--- src/rtl/instr_fetch_unit.sv ---
// Fetch stage: owns the PC, addresses the combinational instruction memory and
// registers the returned word into IF/ID. Handles stall, flush, redirect and halt.
module instr_fetch_unit #(
  parameter logic [31:0] RESET_PC   = 32'h0000_0000,
  parameter int unsigned IMEM_WORDS = 32
) (
  input  logic        clk_i,
  input  logic        rst_i,
  input  logic        stall_i,
  input  logic        flush_i,
  input  logic        branch_i,
  input  logic [31:0] branch_target_i,
  input  logic        jump_i,
  input  logic [31:0] jump_target_i,
  output logic [31:0] imem_addr_o,
  input  logic [31:0] imem_instr_i,
  output logic [31:0] ifid_instr_o,
  output logic [31:0] ifid_pc4_o,
  output logic        ifid_valid_o,
  output logic        halt_o,
  output logic        misalign_o,
  output logic [31:0] fetch_cnt_o
);

  typedef enum logic {S_RUN = 1'b0, S_HALT = 1'b1} state_e;

  typedef struct packed {
    logic [31:0] instr;
    logic [31:0] pc4;
    logic        valid;
  } ifid_t;

  // 33 bits so a 32-bit PC compared against the limit can never alias.
  localparam logic [32:0] PC_LIMIT = 33'(IMEM_WORDS) * 33'd4;

  state_e      state_q, state_d;
  logic [31:0] pc_q, pc_d, pc_plus4;
  logic [31:0] redir_raw, redir_tgt;
  logic        redirect, fetch_en;
  logic        misalign_q, misalign_d;
  ifid_t       ifid_q, ifid_d;
  logic [31:0] cnt_q, cnt_d;

  always_comb begin
    redirect  = branch_i | jump_i;
    redir_raw = branch_i ? branch_target_i : jump_target_i;
    redir_tgt = {redir_raw[31:2], 2'b00};
    pc_plus4  = pc_q + 32'd4;
  end

  // Redirect beats stall; a halted fetch holds its PC until redirected.
  always_comb begin
    pc_d = pc_q;
    if (redirect)
      pc_d = redir_tgt;
    else if (state_q == S_RUN && !stall_i)
      pc_d = pc_plus4;
  end

  assign misalign_d = redirect & (|redir_raw[1:0]);

  // FSM: state register
  always_ff @(posedge clk_i or negedge rst_i) begin
    if (!rst_i) state_q <= S_RUN;
    else        state_q <= state_d;
  end

  // FSM: next state, keyed off where the PC is heading
  always_comb begin
    state_d = state_q;
    if ({1'b0, pc_d} >= PC_LIMIT)
      state_d = S_HALT;
    else if (redirect)
      state_d = S_RUN;
  end

  // FSM: outputs
  always_comb begin
    halt_o   = (state_q == S_HALT);
    fetch_en = (state_q == S_RUN);
  end

  // IF/ID: squash on flush or redirect (no delay slot), hold on stall.
  always_comb begin
    ifid_d = ifid_q;
    cnt_d  = cnt_q;
    if (flush_i || redirect) begin
      ifid_d = '0;
    end else if (stall_i) begin
      ifid_d = ifid_q;
    end else if (fetch_en) begin
      ifid_d.instr = imem_instr_i;
      ifid_d.pc4   = pc_plus4;
      ifid_d.valid = 1'b1;
      cnt_d        = cnt_q + 32'd1;
    end else begin
      ifid_d = '0;
    end
  end

  always_ff @(posedge clk_i or negedge rst_i) begin
    if (!rst_i) begin
      pc_q       <= RESET_PC;
      ifid_q     <= '0;
      cnt_q      <= '0;
      misalign_q <= 1'b0;
    end else begin
      pc_q       <= pc_d;
      ifid_q     <= ifid_d;
      cnt_q      <= cnt_d;
      misalign_q <= misalign_d;
    end
  end

  assign imem_addr_o  = pc_q;
  assign ifid_instr_o = ifid_q.instr;
  assign ifid_pc4_o   = ifid_q.pc4;
  assign ifid_valid_o = ifid_q.valid;
  assign misalign_o   = misalign_q;
  assign fetch_cnt_o  = cnt_q;

endmodule

--- config.mk ---
export PLATFORM = sky130hd
export DESIGN_NAME = instr_fetch_unit
export DESIGN_NICKNAME = d
export VERILOG_FILES = /design/src/rtl/instr_fetch_unit.sv
export SDC_FILE = /design/constraint.sdc
export NUM_CORES = 1
export LEC_CHECK = 0
export ABC_AREA = 1
export BUFFER_PORTS_ARGS = -buffer_cell sky130_fd_sc_hd__buf_4
export CAP_MARGIN = 20
export CORE_UTILIZATION = 46
export DETAILED_ROUTE_END_ITERATION = 8
export PLACE_DENSITY = 0.89
export RECOVER_POWER = 50
export REMOVE_ABC_BUFFERS = 1
export SYNTH_ARGS = -nofsm -noshare
export SYNTH_HDL_FRONTEND = slang
export SYNTH_SLANG_ARGS = --single-unit
--- constraint.sdc ---
create_clock -name clk_i -period 1.95 [get_ports clk_i]
set_input_delay 0.195 -clock clk_i [delete_from_list [all_inputs] [get_ports clk_i]]
set_output_delay 0.195 -clock clk_i [all_outputs]
set_load 0.02 [all_outputs]
After elaboration in Yosys (flattened, before gate mapping)
Index checks and enable logic that the tools add are counted.
Storage, ports and cells
  register bits after elaboration: 131
  output and inout bits: 131
  logic and storage cells: 30
Cells by class
  add/subtract/negate cells: 2
  $lt $le $gt $ge: 1
  equal/unequal tests: 1
  multiplexer cells: 8
  bitwise logic cells: 5
  reduce and logical (&&, ||, !) cells: 6
Operators by type and width (count)
  $mux W65: 3
  $mux W32: 3
  $add A32 B1 Y32 const B: 1
  $add A32 B3 Y32 const B: 1
  $ge A32 B8 Y1 const B: 1
  $not A1 Y1: 3
  $reduce_and A3 Y1: 1
  $mux W1: 2
  $ne A2 B1 Y1 const B: 1
  $reduce_bool A2 Y1: 1
  $reduce_or A2 Y1: 1
  $and A1 B1 Y1: 1
  $logic_and A1 B1 Y1: 1
  $logic_not A1 Y1: 1
  $logic_or A1 B1 Y1: 1
  $or A1 B1 Y1: 1

Depth between registers and ports, before layout
Gate-level depths: netlist (run 1).
  depth after elaboration: 6
  gate-level depth with buffers: 14
  gate-level depth less buffers: 14

Worst setup path after synthesis (run 1)
OpenSTA, ideal clock, no wires.
  kind: reg2reg
  start point: reg pc_q[2] (netlist: imem_addr_o[2])
  end point: reg state_q (netlist: halt_o)
  arrival: 1.890 ns
  data required time: 1.825 ns
  setup slack: -0.066 ns
  cell stages (with the launch flop): 15
  path buffers: 0
  period minus slack after synthesis: 2.016 ns
  cell sequence: dfrtp_1 ha_1 nand2_1 nor2_1 nand2_1 nor2_2 nand2_1 nand2_1 nand3_1 nand2_1 nand2_1 nor2_1 nand2_1 nor2_1 nand3_1
On the way
  longest elaborated chain between the ends: 5
  elaborated cells between the ends (all ways): 6
  classes of those cells: add/sub: 1; order compare: 1; mux: 3; reduce/logical: 1
Ends and longest elaborated chain
  from (decl): line 37  | logic [31:0] pc_q, pc_d, pc_plus4;
  from (signal assigned): line 108  | pc_q <= pc_d;
  $add A32 B3 Y32 *: line 48  | pc_plus4 = pc_q + 32'd4;
  $mux W32 *: line 56  | else if (state_q == S_RUN && !stall_i)
  $mux W32 *: line 54  | if (redirect)
  named net pc_d[26]: line 37
  $ge A32 B8 Y1 *: line 71  | if ({1'b0, pc_d} >= PC_LIMIT)
  $mux W1 or $reduce_bool A2 Y1 (tied branches)
  to (signal assigned): line 65  | else state_q <= state_d;
  to (decl): line 36  | state_e state_q, state_d;
Mark *: on every way through the listed nets, which the timed path passes. The rest lies on a longest branch.
A chain may end at the register's enable or synchronous reset.

Worst setup path in the final report (run 1)
  start point: reg pc_q[4] (netlist: imem_addr_o[4])
  end point: reg state_q (netlist: halt_o)
On the way
  longest elaborated chain between the ends: 5
  elaborated cells between the ends (all ways): 6
  classes of those cells: add/sub: 1; order compare: 1; mux: 3; reduce/logical: 1
Ends and longest elaborated chain (line)
  $add A32 B3 Y32: 48
  $mux W32 *: 56
  $mux W32 *: 54
  $ge A32 B8 Y1 *: 71
  $mux W1 or $reduce_bool A2 Y1 (tied branches)
Mark *: on every way between the ends. The rest lies on a longest branch, timed or not.

==> impl_metrics.json, run 1 <==
{
  "status": "finished with violations",
  "violations": "negative setup slack",
  "synth_top_family_by_area": "simple AND/OR/NAND/NOR gates",
  "rsz0062_at_grt": "true",
  "drt_iter0_drc": 462,
  "syn_to_final_growth_pct": 52.4,
  "startpoint_type": "flop",
  "cp-startpoint": "imem_addr_o[4]",
  "p_per_area_nw_per_um2": 703,
  "yosys-top-cells-area": "dfrtp_1 (48%), nand2_1 (11%), nor2_1 (6.4%), a32o_1 (5.7%), nand3_1 (5.2%)",
  "rrSetupSlack_ns": -0.06,
  "routedWlPerCell_um": 17.0,
  "worstSetupPathDepth": 12,
  "synthXorXnorAreaFrac_pct": 4.09,
  "worstReg2RegEnd": "halt_o",
  "rows": 44,
  "multi_input_area_um2": 3350,
  "timing.final.ws_setup_ns": -0.0557,
  "ys_seq_elements": 131,
  "finClkSkew_ns": 0.00940,
  "r2r-start": "imem_addr_o[4]",
  "yosys.area_share.simple_pct": 26.2,
  "gr-total-overflow": 0,
  "ys_warn_count": 0,
  "postSynthCellCount": 853,
  "die_h_um": 124,
  "initial_core_util_pct": 47.2,
  "dp_hpwl_mm": 16.4,
  "diodes": 0,
  "dp_slack_ns": -0.169,
  "grt_pass1_vias": 7292,
  "fin_crit_sh_pct": 103,
  "critPathBufInv": 1,
  "firstDrtPassIters": 5,
  "cts_tree": "yes",
  "place_area_um2": 9240,
  "setup_viol": 1,
  "hold-worst-slack_ns": 0.0123,
  "cp_cell_sequence": "buf_4 > nand3_2 > nor2_2 > nand3_2 > nand2_1 > nand3_1 > a21oi_2 > nand2_1 > nor2_1 > nand2_1 > nor2_1 > nand3_1",
  "io_buffer_count": 232,
  "cts_max_level": 4,
  "vias_per_cell": 5.44,
  "dp_cells": 1303,
  "crit_path_end": "halt_o",
  "fin_util_pct": 71.8,
  "gp_congestion": 0.965,
  "seqCellArea_um2": 3280,
  "reg2reg_depth": 12,
  "slew_violations": 0,
  "hold_path.class": "in2reg",
  "crit_top_cell": "nand2_1",
  "drt.antenna.violating_nets": 0,
  "max-clock-path-buffers": 2,
  "vias": 7480,
  "drv_cap": 0,
  "crit_path_max_incr_delay_ns": 0.42,
  "critPathTopFamily": "simple AND/OR/NAND/NOR gates",
  "fmax_mhz": 499,
  "final_cell_count_no_fill": 1376,
  "synth_seq_area_share_pct": 47.8,
  "cts_inserted_buffers": 17,
  "dieArea_um2": 15400,
  "fin_area_um2": 10400,
  "synth-compound-area-share_pct": 15.1,
  "ir_drop_v": 0.000679,
  "fin_crit_ns": 2.01,
  "clkTransAtPathRegs_ns": 0.06,
  "worst_pin_slew_ns": 1.04,
  "cellLeakagePower_nw": 5.17,
  "clock_sinks": 131,
  "ctsRootBufferMaster": "clkbuf_16",
  "core_area_um2": 14500,
  "track_usage_pct": 30.7,
  "worstSetupPathType": "reg2reg",
  "max_slew_margin_pct": 30.8,
  "grt_max_degree": 66,
  "synth_top_cell_by_area": "dfrtp_1",
  "synth_area_um2": 6850,
  "cp-end-kind": "flop",
  "synth_cell_type_count": 36,
  "die_width_um": 124,
  "crit_arrival_ns": 2.31,
  "cp_slowest_cell": "dfrtp_1",
  "drc": 0,
  "synth_fa_ha_area_share_pct": 0.365,
  "fin_nets": 1283,
  "drive_above_1_share_pct": 36.2,
  "avgSynthCellArea_um2": 8.03,
  "hold_violations": 0,
  "cp.required_ns": 2.25,
  "synth_top_area_share_pct": 47.8,
  "io_pins": 233,
  "wl_mm": 23.4,
  "cp_max_fo": 4,
  "antenna_found_initial": 0,
  "fillers": 1104,
  "grt_pass1_wl_mm": 36.0,
  "clk_latency_ns": 0.42,
  "synthMuxAreaShare_pct": 0
}
==> cells by family after synthesis <==
group / after synthesis
buffers and inverters: 113
AOI/OAI and AO/OA: 155
adders and majority gates: 2
DFF: 131
and+or+nand+nor: 420
xor gates and xnor gates: 32
==> routing by layer <==
metal  routed length [um]  global-route usage, %  vias up  part of all wire (%)
li1                     -                      -     3515                     -
met1                 9190                   37.8     3542                    39
met2                11700                   52.0      376                    50
met3                 1900                   7.42       47                   8.1
met4                  615                   10.9        0                   2.6
met5                    0                      0        -                     0
==> power breakdown <==
| group | switching (W) | internal [W] |
|---|---|---|
| logic | 0.000668 | 0.000514 |
| clock network | 0.00123 | 0.00205 |
| registers | 0.0000891 | 0.00279 |
==> cell type report <==
cell class                 instances  area share, %
tap                              184           2.20
multi-input combinational        609           32.1
clock inverter                    12           1.50
sequential                       131           31.5
inverter                          75           2.70
timing repair buffer             345           25.7
clock buffer                      20           4.28
==> stage by stage <==
stage	setup TNS [ns]	total power (W)
global placement	-0.0549	0.00393
global route	-0.144	0.00760
finish	-0.0557	0.00734
detailed placement	-0.169	0.00395
floorplan	-99.96	0.00332
CTS	0	0.00728
==> cell usage in the layout, fill, tap and decap left out, drive strengths merged, types with 21 or more instances in the layout <==
cell	Yosys	layout
buf	12	317
nand2	196	196
dfrtp	131	131
nor2	123	123
inv	74	75
nand3	72	72
a21oi	65	65
a32o	39	39
o21ai	32	32
dlygate4sd3	0	27
clkbuf	26	21
==> cell usage after synthesis <==
cell type  instances
o21ai_1            2
nor3_1            11
nand3_1           71
nor2_2             2
clkbuf_1          26
nand2_2            3
o22ai_1            1
nand2_1          193
ha_1               2
buf_4              1
nand3_4            1
o22a_1             1
inv_2              3
o21ai_0           30
a32o_1            39
a31o_2            11
dfrtp_1          131
nor4_2             1
xor2_1            19
a2bb2oi_1          2
a21boi_0           3
nor2_4             4
inv_1             71
buf_2              3
o211ai_1           1
nand4_1           12
buf_6              1
nor3_2             2
and2_1             1
or2_2              1
nand3b_1           1
xnor2_1           13
a21oi_1           65
nor2_1           117
buf_1              7
clkinv_1           1
==> worst min-delay path by stage <==
stage | from | end | slack, ns | cells past startpoint
final | imem_instr_i[30] | ifid_instr_o[30] | 0.01 | 2
after floorplan | rst_i | fetch_cnt_o[0] | -0.10 | 0
after global routing | imem_instr_i[20] | ifid_instr_o[20] | 0.002 | 2
after CTS | imem_instr_i[26] | ifid_instr_o[26] | 0.001 | 2
after global placement | rst_i | fetch_cnt_o[1] | 0.13 | 1
after detailed placement | rst_i | fetch_cnt_o[2] | 0.13 | 1
==> state kept, by name (all words and copies together), names as in the netlist <==
register and count:
fetch_cnt_o 32, imem_addr_o 32, ifid_pc4_o 32, ifid_instr_o 32, halt_o 1, misalign_o 1, ifid_valid_o 1
==> timing repair <==
item | 4_1_cts | 5_1_grt
pin swaps | 1 | 22
endpoints found under the hold margin | 61 | 1
setup endpoints to repair | 1 | 13
hold buffers | 26 | 1
buffers inserted | 2 | 12
resized for setup | 18 | 56
No activity file was read; power rests on OpenSTA's default activity.
==> run 2, diff against run 1 <==
Settings changed: CORE_UTILIZATION 46 to 35, PLACE_DENSITY 0.89 to 0.73.
==> run 2 against run 1 <==
The run now ends clean; power up 2.3%; largest cell class unchanged; utilization down 17 points; non-clock buffer count down 4; cell area down 0.61%; wire length up 3.2%.
==> impl_metrics.json, run 2 (synthesis results as in run 1) <==
{
  "core_area_um2": 19000,
  "wl_met1_mm": 10.7,
  "drc": 0,
  "setup_viol": 0,
  "track_usage_pct": 24.2,
  "routedWlPerCell_um": 16.7,
  "finClkSkew_ns": 0.00724,
  "gr-total-overflow": 0,
  "cp-end-kind": "flop",
  "cts_max_level": 4,
  "clkTransAtPathRegs_ns": 0.06,
  "dp_slack_ns": -0.131,
  "rsz0062_at_grt": "true",
  "mostFrequentLayoutCell": "buf_4",
  "final_cell_count_no_fill": 1448,
  "drt.antenna.violating_nets": 0,
  "diodes": 0,
  "hold-worst-slack_ns": 0.0144,
  "wl_mm": 24.2,
  "max_slew_margin_pct": 8.75,
  "dr_wl_met3_mm": 1.31,
  "slew_violations": 0,
  "dp_hpwl_mm": 17.2,
  "cp_cell_sequence": "nor2_4 > buf_12 > inv_1 > buf_4 > a21oi_1 > a21oi_2 > nand3_1 > nor2_1 > nand2_1 > nor2_1 > nand3_1",
  "cp_max_fo": 18,
  "rrSetupSlack_ns": 0.02,
  "seqCellArea_um2": 3290,
  "vias_per_cell": 5.08,
  "worst_pin_slew_ns": 1.37,
  "startpoint_type": "flop",
  "worstSetupPathType": "reg2reg",
  "max-clock-path-buffers": 2,
  "timing.final.ws_setup_ns": 0.0162,
  "crit_arrival_ns": 2.23,
  "crit_path_max_incr_delay_ns": 0.39,
  "initial_core_util_pct": 36.2,
  "hold_path.class": "in2reg",
  "firstDrtPassIters": 6,
  "syn_to_final_growth_pct": 51.4,
  "cp_slowest_cell": "dfrtp_1",
  "status": "complete, no violations",
  "fin_crit_ns": 1.93,
  "finalSetupTns_ns": 0,
  "clk_latency_ns": 0.42,
  "cts_tree": "yes",
  "drv_cap": 0,
  "rows": 50,
  "dp_cells": 1380,
  "met2_length_mm": 11.4,
  "gp_congestion": 0.920,
  "hold_violations": 0,
  "drive_above_1_share_pct": 31.4,
  "antenna_found_initial": 0,
  "grt_max_degree": 66,
  "top_layer": "met4",
  "critPathBufInv": 3,
  "io_pins": 233,
  "layout_common_cells": "buf_4 (240), nand2_1 (182), dfrtp_1 (121)",
  "cts_inserted_buffers": 17,
  "fillers": 1768,
  "clock_sinks": 131,
  "grt_pass1_wl_mm": 37.5,
  "dieArea_um2": 20100,
  "fin_crit_sh_pct": 99.2,
  "die_h_um": 142,
  "ctsRootBufferMaster": "clkbuf_16",
  "die_width_um": 142,
  "multi_input_area_um2": 3360,
  "fin_nets": 1279,
  "p_per_area_nw_per_um2": 723,
  "ir_drop_v": 0.000623,
  "grt_pass1_vias": 7208,
  "fin_util_pct": 54.7,
  "io_buffer_count": 232,
  "vias": 7360,
  "fmax_mhz": 517,
  "cp.required_ns": 2.25,
  "drt_iter0_drc": 446,
  "critPathTopFamily": "simple AND/OR/NAND/NOR gates",
  "cellLeakagePower_nw": 4.94
}
run 2: power by group:
part | internal (W) | switching [W] | total, W
Clock | 0.00215 | 0.00131 | 0.00346
Combinational | 0.000505 | 0.000661 | 0.00117
Sequential | 0.00279 | 0.0000904 | 0.00288
Total | 0.00545 | 0.00206 | 0.00751
run 2: path summary, 6_finish.rpt:
path,startpoint,cells past startpoint,to
min in group asynchronous,rst_i,2,ifid_pc4_o[0]
worst max-delay path,halt_o,11,halt_o
worst min register to register,fetch_cnt_o[31],1,fetch_cnt_o[31]
max in group asynchronous,rst_i,3,imem_addr_o[21]
worst max register to register,halt_o,11,halt_o
worst min-delay path,imem_instr_i[16],2,ifid_instr_o[16]
run 2: metrics by stage:
stage               power [W]  area [um2]
global placement      0.00394        9390
CTS                   0.00749       10400
finish                0.00751       10400
detailed placement    0.00396        9390
global route          0.00778       10400
floorplan             0.00332        6700
run 2: layout make-up:
cell class | instances | share of cell area [%]
sequential | 131 | 31.7
tap | 260 | 3.13
inverter | 75 | 2.74
timing repair buffer | 341 | 23.9
clock buffer | 17 | 4.10
multi-input combinational | 609 | 32.4
clock inverter | 15 | 1.99
run 2: metal layers:
layer | global-route usage, % | vias to the layer above
li1 | - | 3503
met1 | 31.6 | 3537
met2 | 39.8 | 276
met3 | 4.79 | 44
met4 | 9.00 | 0
met5 | 0 | -
run 2: timing repair:
item,CTS,global route
hold buffers,32,0
cloned,0,0
setup buffers,0,4
pin swaps,1,16
endpoints found under the hold margin,62,0
endpoints found under the setup margin,1,11
gates resized for setup,11,74
